===== config.mk =====
export PLATFORM = sky130hd
export DESIGN_NAME = keypad_scanner
export DESIGN_NICKNAME = d
export VERILOG_FILES = /design/src/rtl/keypad_scanner.sv
export SDC_FILE = /design/constraint.sdc
export NUM_CORES = 1
export LEC_CHECK = 0
export BUFFER_PORTS_ARGS = -buffer_cell sky130_fd_sc_hd__buf_2
export CAP_MARGIN = 25
export CORE_MARGIN = 3
export CORE_UTILIZATION = 60
export CTS_BUF_LIST = sky130_fd_sc_hd__clkbuf_4 sky130_fd_sc_hd__clkbuf_8
export DETAILED_ROUTE_END_ITERATION = 6
export GPL_TIMING_DRIVEN = 0
export PLACE_DENSITY = 0.79
export SLEW_MARGIN = 20
export SYNTH_ARGS = -nofsm -noshare
export SYNTH_HDL_FRONTEND = slang
export SYNTH_SLANG_ARGS = --single-unit

===== constraint.sdc =====
create_clock -name clk_500Hz -period 13.1 [get_ports clk_500Hz]
set_clock_uncertainty 0.2 [all_clocks]
set_input_delay 2.62 -clock clk_500Hz [delete_from_list [all_inputs] [get_ports clk_500Hz]]
set_output_delay 2.62 -clock clk_500Hz [all_outputs]
set_load 0.03 [all_outputs]

===== src/rtl/keypad_scanner.sv =====
// -----------------------------------------------------------------------------
// keypad_scanner
//
// Scans a 4x4 active-low matrix keypad on the 500 Hz system tick, debounces
// key presses and releases, reports one event per accepted key, and builds a
// two-digit decimal entry (slot number / PIN) for the parking controller.
//
// Each column is driven low for 4 cycles. The synchronized row lines are
// sampled in the last of those cycles. A full scan of all four columns takes
// 16 cycles. The hits from one scan are classified as NONE, SINGLE or MULTI,
// and that result drives the debounce FSM.
//
// Ports:
//   clk_500Hz     in   1  system clock (2 ms period)
//   reset         in   1  synchronous reset, active-low
//   row_n         in   4  row sense lines, active-low, asynchronous
//   col_n         out  4  column drive, active-low, one-hot-low while scanning
//   key_code      out  4  last accepted key code
//   key_valid     out  1  one-cycle pulse when key_code is updated
//   entry_value   out  7  running entry value, 0..99
//   entry_digits  out  2  digits entered so far, 0..2
//   entry_result  out  7  entry value captured on '#'
//   entry_done    out  1  one-cycle pulse when entry_result is updated
//
// Optional feature macro: KEYPAD_AUTOREPEAT_EN
//   When defined, a held key is re-emitted every REPEAT_SCANS full scans.
//   When undefined, a press yields exactly one key_valid and no repeat
//   counter exists.
// -----------------------------------------------------------------------------
module keypad_scanner #(
    parameter int DEBOUNCE_SCANS = 3,
    parameter int REPEAT_SCANS   = 16
) (
    input  logic       clk_500Hz,
    input  logic       reset,
    input  logic [3:0] row_n,
    output logic [3:0] col_n,
    output logic [3:0] key_code,
    output logic       key_valid,
    output logic [6:0] entry_value,
    output logic [1:0] entry_digits,
    output logic [6:0] entry_result,
    output logic       entry_done
);

    // Reject parameter values outside the supported range at elaboration.
    if (DEBOUNCE_SCANS < 1 || DEBOUNCE_SCANS > 15 || REPEAT_SCANS < 1) begin : g_param_check
        $error("keypad_scanner: DEBOUNCE_SCANS must be 1..15, REPEAT_SCANS >= 1");
    end

    localparam logic [3:0] DEB_N     = 4'(DEBOUNCE_SCANS);
    localparam logic [3:0] CODE_STAR = 4'd14;
    localparam logic [3:0] CODE_HASH = 4'd15;

    typedef enum logic [1:0] {
        ST_IDLE,
        ST_DEB,
        ST_HELD,
        ST_REL
    } state_t;

    // Matrix position (row*4 + col) to key code.
    function automatic logic [3:0] key_map(input logic [3:0] idx);
        logic [3:0] code;
        case (idx)
            4'd0:    code = 4'd1;
            4'd1:    code = 4'd2;
            4'd2:    code = 4'd3;
            4'd3:    code = 4'd10;
            4'd4:    code = 4'd4;
            4'd5:    code = 4'd5;
            4'd6:    code = 4'd6;
            4'd7:    code = 4'd11;
            4'd8:    code = 4'd7;
            4'd9:    code = 4'd8;
            4'd10:   code = 4'd9;
            4'd11:   code = 4'd12;
            4'd12:   code = CODE_STAR;
            4'd13:   code = 4'd0;
            4'd14:   code = CODE_HASH;
            default: code = 4'd13;
        endcase
        return code;
    endfunction

    // Scan timing
    logic        run_q;
    logic [3:0]  scan_cnt_q;          // [3:2] = column, [1:0] = phase
    logic [3:0]  sync1_q, sync2_q;
    logic [15:0] hit_q, hit_d, hit_map;
    logic [3:0]  row_hit;
    logic [15:0] row_spread;
    logic        scan_end;

    // Scan classification
    logic [4:0]  hit_num;
    logic [3:0]  hit_idx;
    logic [3:0]  hit_code;
    logic        res_none, res_single;

    // Debounce FSM
    state_t      state_q, state_d;
    logic [3:0]  cand_q, cand_d;
    logic [3:0]  deb_cnt_q, deb_cnt_d;
    logic        emit;
    logic [3:0]  emit_code;

    // Event and entry outputs
    logic [3:0]  key_code_q;
    logic        key_valid_q;
    logic [6:0]  entry_value_q, entry_value_d;
    logic [1:0]  entry_digits_q, entry_digits_d;
    logic [6:0]  entry_result_q, entry_result_d;
    logic        entry_done_q, entry_done_d;

`ifdef KEYPAD_AUTOREPEAT_EN
    localparam int              RPT_W = $clog2(REPEAT_SCANS + 1);
    localparam logic [RPT_W-1:0] RPT_N = RPT_W'(REPEAT_SCANS);
    logic [RPT_W-1:0] rep_cnt_q, rep_cnt_d;
`endif

    // Column drive stays released until scanning starts after reset.
    assign col_n    = run_q ? ~(4'b0001 << scan_cnt_q[3:2]) : 4'b1111;
    assign scan_end = run_q && (scan_cnt_q == 4'd15);

    // The sampled row bits land at positions row*4 + col of the hit map.
    assign row_hit    = ~sync2_q;
    assign row_spread = {3'b000, row_hit[3], 3'b000, row_hit[2],
                         3'b000, row_hit[1], 3'b000, row_hit[0]};

    always_comb begin
        hit_map = hit_q;
        if (run_q && scan_cnt_q[1:0] == 2'd3) begin
            hit_map = hit_q | (row_spread << scan_cnt_q[3:2]);
        end
        hit_d = scan_end ? 16'h0000 : hit_map;
    end

    always_comb begin
        hit_num = 5'd0;
        hit_idx = 4'd0;
        for (int i = 0; i < 16; i++) begin
            if (hit_map[i]) begin
                hit_num = hit_num + 5'd1;
                hit_idx = 4'(i);
            end
        end
    end

    assign res_none   = (hit_num == 5'd0);
    assign res_single = (hit_num == 5'd1);
    assign hit_code   = key_map(hit_idx);

    // Debounce FSM next state; evaluated only on the last cycle of a scan.
    always_comb begin
        state_d   = state_q;
        cand_d    = cand_q;
        deb_cnt_d = deb_cnt_q;
        emit      = 1'b0;
        emit_code = key_code_q;
`ifdef KEYPAD_AUTOREPEAT_EN
        rep_cnt_d = rep_cnt_q;
`endif
        if (scan_end) begin
            unique case (state_q)
                ST_IDLE: begin
                    if (res_single) begin
                        cand_d    = hit_code;
                        deb_cnt_d = 4'd1;
                        if (DEB_N == 4'd1) begin
                            state_d   = ST_HELD;
                            emit      = 1'b1;
                            emit_code = hit_code;
`ifdef KEYPAD_AUTOREPEAT_EN
                            rep_cnt_d = '0;
`endif
                        end else begin
                            state_d = ST_DEB;
                        end
                    end
                end
                ST_DEB: begin
                    if (res_single && hit_code == cand_q) begin
                        if (deb_cnt_q + 4'd1 == DEB_N) begin
                            state_d   = ST_HELD;
                            emit      = 1'b1;
                            emit_code = cand_q;
`ifdef KEYPAD_AUTOREPEAT_EN
                            rep_cnt_d = '0;
`endif
                        end else begin
                            deb_cnt_d = deb_cnt_q + 4'd1;
                        end
                    end else if (res_single) begin
                        cand_d    = hit_code;
                        deb_cnt_d = 4'd1;
                    end else begin
                        state_d = ST_IDLE;
                    end
                end
                ST_HELD: begin
                    // MULTI counts as "still pressed" here.
                    if (res_none) begin
                        deb_cnt_d = 4'd1;
                        state_d   = (DEB_N == 4'd1) ? ST_IDLE : ST_REL;
                    end
`ifdef KEYPAD_AUTOREPEAT_EN
                    else if (rep_cnt_q + RPT_W'(1) == RPT_N) begin
                        emit      = 1'b1;
                        emit_code = key_code_q;
                        rep_cnt_d = '0;
                    end else begin
                        rep_cnt_d = rep_cnt_q + RPT_W'(1);
                    end
`endif
                end
                ST_REL: begin
                    if (res_none) begin
                        if (deb_cnt_q + 4'd1 == DEB_N) begin
                            state_d = ST_IDLE;
                        end else begin
                            deb_cnt_d = deb_cnt_q + 4'd1;
                        end
                    end else begin
                        state_d = ST_HELD;
`ifdef KEYPAD_AUTOREPEAT_EN
                        rep_cnt_d = '0;
`endif
                    end
                end
                default: state_d = ST_IDLE;
            endcase
        end
    end

    // Entry accumulator; acts on the cycle key_valid is high.
    always_comb begin
        entry_value_d  = entry_value_q;
        entry_digits_d = entry_digits_q;
        entry_result_d = entry_result_q;
        entry_done_d   = 1'b0;
        if (key_valid_q) begin
            if (key_code_q <= 4'd9) begin
                // At most two digits, so the value never exceeds 99.
                if (entry_digits_q < 2'd2) begin
                    entry_value_d  = entry_value_q * 7'd10 + {3'b000, key_code_q};
                    entry_digits_d = entry_digits_q + 2'd1;
                end
            end else if (key_code_q == CODE_STAR) begin
                entry_value_d  = 7'd0;
                entry_digits_d = 2'd0;
            end else if (key_code_q == CODE_HASH && entry_digits_q != 2'd0) begin
                entry_result_d = entry_value_q;
                entry_done_d   = 1'b1;
                entry_value_d  = 7'd0;
                entry_digits_d = 2'd0;
            end
        end
    end

    always_ff @(posedge clk_500Hz) begin
        if (!reset) begin
            run_q          <= 1'b0;
            scan_cnt_q     <= 4'd0;
            // Idle level of the row lines, so nothing reads as pressed.
            sync1_q        <= 4'b1111;
            sync2_q        <= 4'b1111;
            hit_q          <= 16'h0000;
            state_q        <= ST_IDLE;
            cand_q         <= 4'd0;
            deb_cnt_q      <= 4'd0;
            key_code_q     <= 4'd0;
            key_valid_q    <= 1'b0;
            entry_value_q  <= 7'd0;
            entry_digits_q <= 2'd0;
            entry_result_q <= 7'd0;
            entry_done_q   <= 1'b0;
`ifdef KEYPAD_AUTOREPEAT_EN
            rep_cnt_q      <= '0;
`endif
        end else begin
            run_q          <= 1'b1;
            if (run_q) begin
                scan_cnt_q <= scan_cnt_q + 4'd1;
            end
            sync1_q        <= row_n;
            sync2_q        <= sync1_q;
            hit_q          <= hit_d;
            state_q        <= state_d;
            cand_q         <= cand_d;
            deb_cnt_q      <= deb_cnt_d;
            key_valid_q    <= emit;
            if (emit) begin
                key_code_q <= emit_code;
            end
            entry_value_q  <= entry_value_d;
            entry_digits_q <= entry_digits_d;
            entry_result_q <= entry_result_d;
            entry_done_q   <= entry_done_d;
`ifdef KEYPAD_AUTOREPEAT_EN
            rep_cnt_q      <= rep_cnt_d;
`endif
        end
    end

    assign key_code     = key_code_q;
    assign key_valid    = key_valid_q;
    assign entry_value  = entry_value_q;
    assign entry_digits = entry_digits_q;
    assign entry_result = entry_result_q;
    assign entry_done   = entry_done_q;

endmodule


==> metrics.md <==
| Metric | Value |
|---|---|
| Pwr/cell area | 71.10 mW/mm2 |
| Layout Nets | 673 |
| Int Pwr | 0.0003057 W |
| Routed len/inst | 15.23 um |
| Post-synth EDFFs | 0 |
| Area grow syn2layout | 11.14% |
| Final hold violation count | 0 |
| CP max-delay cell | or3_1 |
| Status | finished, final reports clean |
| Die width | 96.66 um |
| NetSw | 0.00008396 W |
| WHS | 207.0 ps |
| Post-synth cell types | 78 |
| Met2 routed WL | 5360 um |
| Clk buf depth | 2 |
| Routability cong. | 0.8322 |
| Startpoint Class | register |
| CTS HTree Levels | 3 |
| CTS Hold Bufs | 0 |
| Sink Count | 61 |
| Max Fclk | 82.42 MHz |
| Starting Density | 62.83% |
| Primary FF master, synth | dfxtp_1 |
| # DRC | 0 |
| Mapped Cells | 594 |
| Root buffer cell | clkbuf_8 |
| Port Buffers | 31 |
| Drt total wl | 11300 um |
| Drt pass-1 iters | 4 |
| Worst Hold Class | register to register |
| ANT cells | 0 |
| Die area | 0.009342 mm2 |
| Final setup viols | 0 |
| Critical Path End Type | register |
| Worst Tran Pin Value | 820.8 ps |
| Die Ht | 96.66 um |
| Number of global-route vias before repair | 4211 |
| Uppermost layer routed | met4 |
| Peak VDD IR | 0.05154 mV |
| Routed vias/inst | 5.970 |
| Largest net degree at the start of global routing | 11 |
| Unrepaired setup endpoints after global routing | no |
| Wire length on met3 | 449 um |
| Fin crit period | 12130 ps |
| Combinational share of power | 3.8% |
| Cts repair resizes | 0 |
| TritonCTS Buffers | 9 |
| Syn_area_per_cell | 8.301 um2 |
| Worst relative slew slack | 45.14% |
| Setup Crit Path Kind | register to register |
| Sequential share of power | 48.4% |
| Clk Latency, worst-skew pair | 340 ps |
| Max Cap Violations | 0 |
| Fin Setup TNS | 0 ps |
| Initial antenna violation count | 0 |
| Clk pwr share | 47.7% |
| Top Ports | 32 |
| Row count | 32 |
| Worst Path Arrival | 12160 ps |
| Syn nets | 631 |
| Share of cells above drive strength 1 | 13.59% |
| Cell family contributing the most delay on the critical path | adder cells |
| Final worst path period share | 92.62% |
| Delay of the slowest critical-path stage | 480 ps |
| Leak | 2.434 nW |
| FILL cells | 652 |
| Total power | 0.0003896 W |
| Final slew viol count | 0 |
| CP max FO | 10 |
| Gr ovfl total | 0 |
| Top cell by count, worst path | ha_1 |
| Commonest cells after routing, fill and taps aside | 79 x nor2_1, 61 x dfxtp_1, 57 x nand2_1, 39 x xnor2_1, 35 x buf_2 |
| CTS tree | yes |
| Most common cell after layout, fill and taps aside | nor2_1 |
| CORE AREA | 0.007848 mm2 |
| Via Count | 4430 |
| CTS clk-pin slew, worst paths | 70 ps |
| Starting DRT DRC Count | 207 |
| Worst path required time | 13130 ps |
| Synth Cell Area | 0.004931 mm2 |
| Post-DP HPWL | 8615 um |
| Total track usage | 24.31% |
| Post-CTS Setup Repair Bufs | 0 |
| Met1 WL | 5420 um |
| First-pass GRT wire length | 19380 um |
| Worst path bufs/invs | 4 |
| Post-synth ARST share | 0% |
| YS warnings | 0 |
| Post-synthesis sequential area ratio | 24.77% |
| Switching part of the total | 21.55% |
| Post-route ant nets | 0 |
| #FFs+latches synth | 61 |
-- cell usage after synthesis (all sizes together) (5+ instances only) --
master | count | share of area, %
xnor3 | 10 | 4.6
nor2 | 79 | 6.0
nand3 | 10 | 1.0
dfxtp | 61 | 25
clkbuf | 13 | 0.99
nand2 | 59 | 4.5
o31ai | 11 | 1.7
ha | 29 | 7.4
buf | 8 | 0.86
xnor2 | 43 | 8.2
nor4 | 8 | 1.1
nand2b | 11 | 1.4
or2 | 5 | 0.63
inv | 22 | 1.7
o21ai | 20 | 2.0
a21oi | 35 | 3.6
nor3 | 20 | 2.1
xor2 | 17 | 3.4
mux2i | 16 | 3.2
and3 | 7 | 0.89
o2111ai | 6 | 1.1
nand4 | 8 | 1.3
a21o | 17 | 2.6
-- power groups by stage --
stage / Clock, W / Sequential [W] / Combinational, W
finish: 0.000186 / 0.000189 / 0.0000150
global route: 0.000197 / 0.000189 / 0.0000167
CTS: 0.000190 / 0.000189 / 0.0000149
detailed placement: 0 / 0.000193 / 0.0000148
global placement: 0 / 0.000193 / 0.0000144
floorplan: 0 / 0.000192 / 0.0000107
-- per-stage QoR --
stage	util [%]	cell area, um2	std cells	worst slack (ps)
finish	69.83	5480	742	966.7
detailed placement	66.50	5219	727	900.8
floorplan	-	4931	594	2306
CTS	69.28	5436	742	774.9
global placement	66.44	5214	727	1260
global route	69.83	5480	742	8.403
-- sequential cells by signal, summed over array words and instances, names as in the netlist --
signal / cells
scan_cnt_q: 4
cand_q: 4
state_q: 2
entry_result: 7
key_code: 4
entry_done: 1
key_valid: 1
entry_value: 7
hit_q: 16
entry_digits: 2
sync1_q: 4
deb_cnt_q: 4
sync2_q: 4
run_q: 1
-- logic make-up (layout without fill, tap and decap cells) --
group / Yosys count / in the layout / share of synthesized area, %
compound gates: 133 / 133 / 18.93
buf+inv: 43 / 89 / 3.527
mux: 17 / 17 / 3.476
xor+xnor: 72 / 72 / 17.18
fa+ha+maj: 31 / 31 / 8.171
simple gates: 237 / 237 / 23.95
flops: 61 / 61 / 24.77
-- final cells by class --
type,instances,area (um2),area share (%)
inverter,22,82.58,1.507
clock buffer,11,145.1,2.648
timing repair buffer,31,155.1,2.831
multi-input combinational,490,3585,65.41
sequential,61,1221,22.28
buffer,21,91.34,1.667
clock inverter,4,72.57,1.324
tap,102,127.6,2.329
-- per-layer routing --
layer / global-route usage [%] / vias up
li1: - / 2217
met1: 32.94 / 2110
met2: 40.07 / 94
met3: 4.686 / 9
met4: 5.832 / 0
met5: 0 / -
-- worst paths after layout --
path,startpoint,to,slack [ps],cells after the start
max,scan_cnt_q[0]$_SDFFE_PN0P_,deb_cnt_q[1]$_SDFFE_PN0P_,970,60
min,sync1_q[0]$_SDFF_PN1_,sync2_q[0]$_SDFF_PN1_,210,1
max reg2reg,scan_cnt_q[0]$_SDFFE_PN0P_,deb_cnt_q[1]$_SDFFE_PN0P_,970,60
min reg2reg,sync1_q[0]$_SDFF_PN1_,sync2_q[0]$_SDFF_PN1_,210,1
Power figures use the tool's default switching activity.
